**config.mk**
```make
export PLATFORM = sky130hd
export DESIGN_NAME = tcam_prio_arr
export DESIGN_NICKNAME = d
export VERILOG_FILES = /design/src/rtl/tcam_pkg.sv /design/src/rtl/tcam_prio_arr_enc.sv /design/src/rtl/tcam_prio_arr.sv
export SDC_FILE = /design/constraint.sdc
export NUM_CORES = 1
export LEC_CHECK = 0
export CAP_MARGIN = 30
export CORE_ASPECT_RATIO = 0.8
export CORE_MARGIN = 2
export CORE_UTILIZATION = 64
export CTS_CLUSTER_DIAMETER = 200
export CTS_CLUSTER_SIZE = 8
export DETAILED_ROUTE_END_ITERATION = 7
export HOLD_SLACK_MARGIN = 0.03
export PLACE_DENSITY = 0.84
export SYNTH_ARGS = -nofsm -noshare
export SYNTH_HDL_FRONTEND = slang
export SYNTH_SLANG_ARGS = --single-unit
```
**constraint.sdc**
```tcl
create_clock -name clk -period 5.09 [get_ports clk]
set_clock_uncertainty 0.1 [all_clocks]
set_input_delay 0.509 -clock clk [delete_from_list [all_inputs] [get_ports clk]]
set_output_delay 0.509 -clock clk [all_outputs]
set_load 0.01 [all_outputs]
```
**src/rtl/tcam_pkg.sv**
```systemverilog
// Shared definitions for the priority TCAM array.
// Op encodings and flush FSM state type.
package tcam_pkg;

  localparam logic [1:0] OP_WRITE  = 2'b00;
  localparam logic [1:0] OP_SEARCH = 2'b01;
  localparam logic [1:0] OP_CLEAR  = 2'b10;
  localparam logic [1:0] OP_FLUSH  = 2'b11;

  typedef enum logic {
    ST_IDLE,
    ST_FLUSH
  } tcam_st_e;

endpackage

```
**src/rtl/tcam_prio_arr_enc.sv**
```systemverilog
// Lowest-index priority encoder with hit and popcount.
// Purely combinational; the caller registers the outputs.
module tcam_prio_enc #(
  parameter int WORD_NUM = 8,
  localparam int ADDR_W = $clog2(WORD_NUM),
  localparam int CNT_W  = $clog2(WORD_NUM + 1)
) (
  input  logic [WORD_NUM-1:0] vec_i,
  output logic [ADDR_W-1:0]   addr_o,
  output logic                hit_o,
  output logic [CNT_W-1:0]    cnt_o
);

  // Scan high to low so the lowest set bit is written last.
  always_comb begin
    addr_o = '0;
    cnt_o  = '0;
    for (int i = WORD_NUM - 1; i >= 0; i--) begin
      if (vec_i[i]) addr_o = ADDR_W'(i);
    end
    for (int i = 0; i < WORD_NUM; i++) begin
      cnt_o = cnt_o + CNT_W'(vec_i[i]);
    end
  end

  assign hit_o = |vec_i;

endmodule

```
**src/rtl/tcam_prio_arr.sv**
```systemverilog
// Ternary CAM array with 2-stage search pipeline,
// occupancy tracking and multi-cycle flush.
module tcam_prio_arr
  import tcam_pkg::*;
#(
  parameter int WORD_WIDTH = 8,
  parameter int WORD_NUM   = 8,
  localparam int ADDR_W = $clog2(WORD_NUM),
  localparam int CNT_W  = $clog2(WORD_NUM + 1)
) (
  input  logic                  clk,
  input  logic                  rst_n,
  input  logic                  req_valid,
  output logic                  req_ready,
  input  logic [1:0]            op,
  input  logic [ADDR_W-1:0]     addr_in,
  input  logic [WORD_WIDTH-1:0] word_in,
  input  logic [WORD_WIDTH-1:0] mask_in,
  output logic                  rsp_valid,
  output logic                  rsp_hit,
  output logic [ADDR_W-1:0]     rsp_addr,
  output logic                  rsp_multi,
  output logic [CNT_W-1:0]      rsp_count,
  output logic [WORD_NUM-1:0]   rsp_match_vec,
  output logic [CNT_W-1:0]      used_cnt,
  output logic                  full
);

  logic [WORD_WIDTH-1:0] word_q [WORD_NUM];
  logic [WORD_WIDTH-1:0] mask_q [WORD_NUM];
  logic [WORD_NUM-1:0]   valid_q, valid_d;
  logic [CNT_W-1:0]      used_q, used_d;

  tcam_st_e              st_q, st_d;
  logic [ADDR_W-1:0]     fcnt_q, fcnt_d;
  logic                  init_q;

  logic [WORD_NUM-1:0]   match_d;
  logic                  s1_vld_q;
  logic [WORD_NUM-1:0]   s1_vec_q;

  logic [ADDR_W-1:0]     enc_addr;
  logic                  enc_hit;
  logic [CNT_W-1:0]      enc_cnt;

  logic acc, wr_en, sr_en, cl_en, fl_start, fl_en;

  assign req_ready = init_q && (st_q == ST_IDLE);
  assign acc       = req_valid && req_ready;
  assign wr_en     = acc && (op == OP_WRITE);
  assign sr_en     = acc && (op == OP_SEARCH);
  assign cl_en     = acc && (op == OP_CLEAR);
  assign fl_start  = acc && (op == OP_FLUSH);
  assign fl_en     = (st_q == ST_FLUSH);

  always_comb begin
    for (int i = 0; i < WORD_NUM; i++) begin
      match_d[i] = valid_q[i] &&
        (((word_in ^ word_q[i]) & mask_q[i] & mask_in) == '0);
    end
  end

  always_comb begin
    st_d   = st_q;
    fcnt_d = fcnt_q;
    unique case (st_q)
      ST_IDLE: begin
        if (fl_start) begin
          st_d   = ST_FLUSH;
          fcnt_d = '0;
        end
      end
      ST_FLUSH: begin
        fcnt_d = fcnt_q + 1'b1;
        if (fcnt_q == ADDR_W'(WORD_NUM - 1)) st_d = ST_IDLE;
      end
      default: st_d = ST_IDLE;
    endcase
  end

  // Only one of write/clear/flush-step can be active in a cycle.
  always_comb begin
    valid_d = valid_q;
    used_d  = used_q;
    if (wr_en) begin
      valid_d[addr_in] = 1'b1;
      if (!valid_q[addr_in]) used_d = used_q + 1'b1;
    end
    if (cl_en) begin
      valid_d[addr_in] = 1'b0;
      if (valid_q[addr_in]) used_d = used_q - 1'b1;
    end
    if (fl_en) begin
      valid_d[fcnt_q] = 1'b0;
      if (valid_q[fcnt_q]) used_d = used_q - 1'b1;
    end
  end

  always_ff @(posedge clk or negedge rst_n) begin
    if (!rst_n) begin
      for (int i = 0; i < WORD_NUM; i++) begin
        word_q[i] <= '0;
        mask_q[i] <= '0;
      end
      valid_q <= '0;
      used_q  <= '0;
      st_q    <= ST_IDLE;
      fcnt_q  <= '0;
      init_q  <= 1'b0;
    end else begin
      if (wr_en) begin
        word_q[addr_in] <= word_in;
        mask_q[addr_in] <= mask_in;
      end
      valid_q <= valid_d;
      used_q  <= used_d;
      st_q    <= st_d;
      fcnt_q  <= fcnt_d;
      init_q  <= 1'b1;
    end
  end

  tcam_prio_enc #(
    .WORD_NUM(WORD_NUM)
  ) u_enc (
    .vec_i (s1_vec_q),
    .addr_o(enc_addr),
    .hit_o (enc_hit),
    .cnt_o (enc_cnt)
  );

  always_ff @(posedge clk or negedge rst_n) begin
    if (!rst_n) begin
      s1_vld_q      <= 1'b0;
      s1_vec_q      <= '0;
      rsp_valid     <= 1'b0;
      rsp_hit       <= 1'b0;
      rsp_addr      <= '0;
      rsp_multi     <= 1'b0;
      rsp_count     <= '0;
      rsp_match_vec <= '0;
    end else begin
      s1_vld_q  <= sr_en;
      rsp_valid <= s1_vld_q;
      if (sr_en) s1_vec_q <= match_d;
      if (s1_vld_q) begin
        rsp_hit       <= enc_hit;
        rsp_addr      <= enc_addr;
        rsp_multi     <= (enc_cnt > CNT_W'(1));
        rsp_count     <= enc_cnt;
        rsp_match_vec <= s1_vec_q;
      end
    end
  end

  assign used_cnt = used_q;
  assign full     = (used_q == CNT_W'(WORD_NUM));

endmodule

```
==> flow_summary.yaml <==
yosys:
  async_flop_share_pct: 100
  adder_and_majority_cell_fraction_of_the_synthesized_area_pct: 2.19
  synth_area_um2: 8240
  post_synthesis_net_count: 699
  synth-main-ff-cell: "sky130_fd_sc_hd__dfrtp_1"
  postSynthCellCount: 663
  yosys.area_share.simple_pct: 9.66
  synth_xor_xnor_area_share_pct: 7.33
  yosysWarningCount: 0
  post_synthesis_compound_gate_area_fraction_pct: 4.46
  post_synth.cell_area_avg_um2: 12.4
  netlist-cell-type-count: 51
  synth-seq-cells: 172
  seq_area_frac_synth_pct: 52.2
  post_synth_mux_area_share_pct: 20.3
  number_of_synthesized_flops_with_an_enable_pin: 0
  dominant_combinational_cell_family_by_area_after_synthesis: "multiplexers"
finish:
  final.fill_count: 788
  final_net_count: 724
  area.sequential_um2: 4300
  finalInstanceArea_um2: 9380
  multi_input_area_um2: 3620
  diodes: 0
  post_route_cells_drive_above_1_share_pct: 26.8
  syn_to_final_growth_pct: 13.8
sta:
  timing.fmax_mhz: 308
  setup-violations-final: 0
  worst_slew_pin_slew_ns: 1.02
  setup_repair_after_global_routing_missed_its_margin: "no"
  layout_min_cycle_time_ns: 3.25
  timing.final.crit_share_pct: 63.8
  slew-limit-headroom_pct: 31.2
  totalNegativeSetupSlack_ns: 0
  report.final.hold_viol_count: 0
  slew_viol_final: 0
clock_network:
  clk_path_buf_depth: 2
  clock_sink_count: 172
  cts-htree-levels: 4
  cts-resized-gates: 0
  cts_root_buffer: "sky130_fd_sc_hd__clkbuf_16"
  tritoncts.num_buffers: 17
  holdBufCountCts: 1
  tritoncts_clock_tree: "done"
  clock_latency_ns: 0.43
  clkSlewWorstSetupHoldPaths_ns: 0.07
  cts_setup_buffers: 0
placement:
  detailed_place.area_um2: 8730
  io_buffer_count: 47
  hpwl_um: 10900
  gpl.final_weighted_congestion: 0.917
drt:
  drt-pass1-iter-count: 4
  drt-total-wl_um: 16700
  initialDrtViolationCount: 456
  post-route-drc-count: 0
  antenna_viol_nets_final: 0
  via_count: 5184
  routed_via_density: 5.92
  avgRoutedWirePerCell_um: 19.1
global_routing:
  grtUsageTotal_pct: 26.5
  grt-ovfl-total: 0
  antenna_found_initial: 0
  pin_count_of_the_biggest_net_entering_global_routing: 69
  first_global_vias: 5354
  wire_length_of_the_first_global_routing_pass_um: 27600
floorplan:
  die_width_um: 131
  fp.coreArea_um2: 12700
  io-pin-count: 48
  design.die.area_um2: 13800
  floorplan.die.height_um: 106
  start_util_pct: 64.7
  std_cell_rows: 37
worst_setup_path:
  worstPathMaxFanout: 5
  crit_path_start_kind: "register"
  crit_required_ns: 5.27
  timing.critical_path.to_type: "register"
  arrival_ns: 3.42
  criticalPathCategory: "register to register"
power:
  irDropWorstVdd_mv: 0.334
  power_density_nw_per_um2: 464
  leakage_uw: 0.00449
run_status:
  status: "completed"
hold_path:
  hold_path.class: "register to register"
job:
  drv.max_cap_violation_count: 0
[critical path, stage by stage (launching register included)]
cell	delay [ns]
sky130_fd_sc_hd__dfrtp_1	0.42
sky130_fd_sc_hd__inv_1	0.10
sky130_fd_sc_hd__ha_1	0.29
sky130_fd_sc_hd__inv_1	0.05
sky130_fd_sc_hd__fa_1	0.47
sky130_fd_sc_hd__fa_1	0.52
sky130_fd_sc_hd__inv_1	0.06
sky130_fd_sc_hd__fa_1	0.39
sky130_fd_sc_hd__inv_1	0.11
sky130_fd_sc_hd__fa_1	0.23
sky130_fd_sc_hd__inv_1	0.08
sky130_fd_sc_hd__o21ai_0	0.17
sky130_fd_sc_hd__a31oi_1	0.11
[kinds of logic (layout without fill, tap and decap cells)]
logic type | Yosys count | after routing
multiplexers | 147 | 147
buffers and inverters | 69 | 107
adder cells (fa/ha/maj) | 12 | 12
XOR/XNOR | 69 | 69
flip-flops | 172 | 172
AO/OA/AOI/OAI | 55 | 55
other | 1 | 1
AND/OR/NAND/NOR | 138 | 138
[synthesized netlist by cell type, types with 4 or more instances]
cell / number / share of area, %
sky130_fd_sc_hd__mux2_2: 139 / 19
sky130_fd_sc_hd__xor2_1: 65 / 6.9
sky130_fd_sc_hd__nand4_1: 13 / 0.99
sky130_fd_sc_hd__dfrtp_1: 172 / 52
sky130_fd_sc_hd__a31oi_1: 9 / 0.68
sky130_fd_sc_hd__clkbuf_1: 32 / 1.5
sky130_fd_sc_hd__a311oi_1: 6 / 0.64
sky130_fd_sc_hd__nor3_1: 6 / 0.36
sky130_fd_sc_hd__a21oi_1: 6 / 0.36
sky130_fd_sc_hd__fa_1: 4 / 0.97
sky130_fd_sc_hd__mux2i_1: 6 / 0.73
sky130_fd_sc_hd__ha_1: 8 / 1.2
sky130_fd_sc_hd__o22ai_1: 8 / 0.61
sky130_fd_sc_hd__o31ai_1: 4 / 0.36
sky130_fd_sc_hd__xnor2_1: 4 / 0.43
sky130_fd_sc_hd__nand3_1: 68 / 4.1
sky130_fd_sc_hd__nand2b_1: 4 / 0.30
sky130_fd_sc_hd__nor2_1: 13 / 0.59
sky130_fd_sc_hd__buf_6: 6 / 0.82
sky130_fd_sc_hd__inv_1: 25 / 1.1
sky130_fd_sc_hd__nand2_1: 15 / 0.68
sky130_fd_sc_hd__o21ai_0: 11 / 0.67
[report_power, final]
group	internal [uW]	switching, uW
clock network	871	543
registers	1640	239
logic	543	515
total	3050	1300
[metrics by stage]
stage               worst slack, ns  util [%]  instances  hold slack (ns)  total power (uW)
detailed placement             1.87      68.5        843            0.355              2930
CTS                            1.84      73.7        876            0.408              4360
global placement               1.94      68.5        843            0.352              2840
finish                         1.84      73.7        876            0.405              4350
global route                   1.73      73.7        876            0.415              4580
floorplan                      2.20         -        663            0.113              2530
[cell usage in the layout, fill, tap and decap left out, types with 8 or more instances in the layout]
master                            netlist  layout
sky130_fd_sc_hd__a31oi_1                9       9
sky130_fd_sc_hd__inv_1                 25      25
sky130_fd_sc_hd__ha_1                   8       8
sky130_fd_sc_hd__clkbuf_16              0      17
sky130_fd_sc_hd__dfrtp_1              172     172
sky130_fd_sc_hd__clkdlybuf4s50_1        0      46
sky130_fd_sc_hd__o22ai_1                8       8
sky130_fd_sc_hd__nand3_1               68      68
sky130_fd_sc_hd__nor2_1                13      13
sky130_fd_sc_hd__nand2_1               15      15
sky130_fd_sc_hd__o21ai_0               11      11
sky130_fd_sc_hd__nand4_1               13      13
sky130_fd_sc_hd__mux2_2               139     139
sky130_fd_sc_hd__xor2_1                65      65
[final cells by class]
| cell class | count | area share, % |
|---|---|---|
| inverter | 25 | 1.00 |
| clock buffer | 17 | 4.54 |
| sequential | 172 | 45.9 |
| tap | 175 | 2.33 |
| clock inverter | 15 | 2.33 |
| multi-input combinational | 422 | 38.6 |
| timing repair buffer | 50 | 5.30 |
[metal layers]
metal	up-vias	track usage [%]	share of wire, %
met4	0	9.27	1.7
met5	-	0	0
met2	139	40.7	47
li1	2390	-	-
met1	2632	37.2	45
met3	23	6.45	5.5
[final timing paths]
check                            start         end  slack [ns]  cells past startpoint
setup / recovery           s1_vec_q[1]   rsp_multi        1.84                     12
hold / removal              mask_q[16]  mask_q[16]        0.40                      1
setup reg to reg           s1_vec_q[1]   rsp_multi        1.84                     12
hold reg to reg             mask_q[16]  mask_q[16]        0.40                      1
max in group asynchronous        rst_n  mask_q[15]        3.21                      3
min in group asynchronous        rst_n      init_q        0.46                      2
[flip-flops by register name, summed over array words and instances (netlist names), 3 cells and up]
register       count
word_q            64
mask_q            64
fcnt_q             3
s1_vec_q           8
valid_q            8
used_cnt           4
rsp_count          4
rsp_match_vec      8
rsp_addr           3
Power figures use the tool's default switching activity.
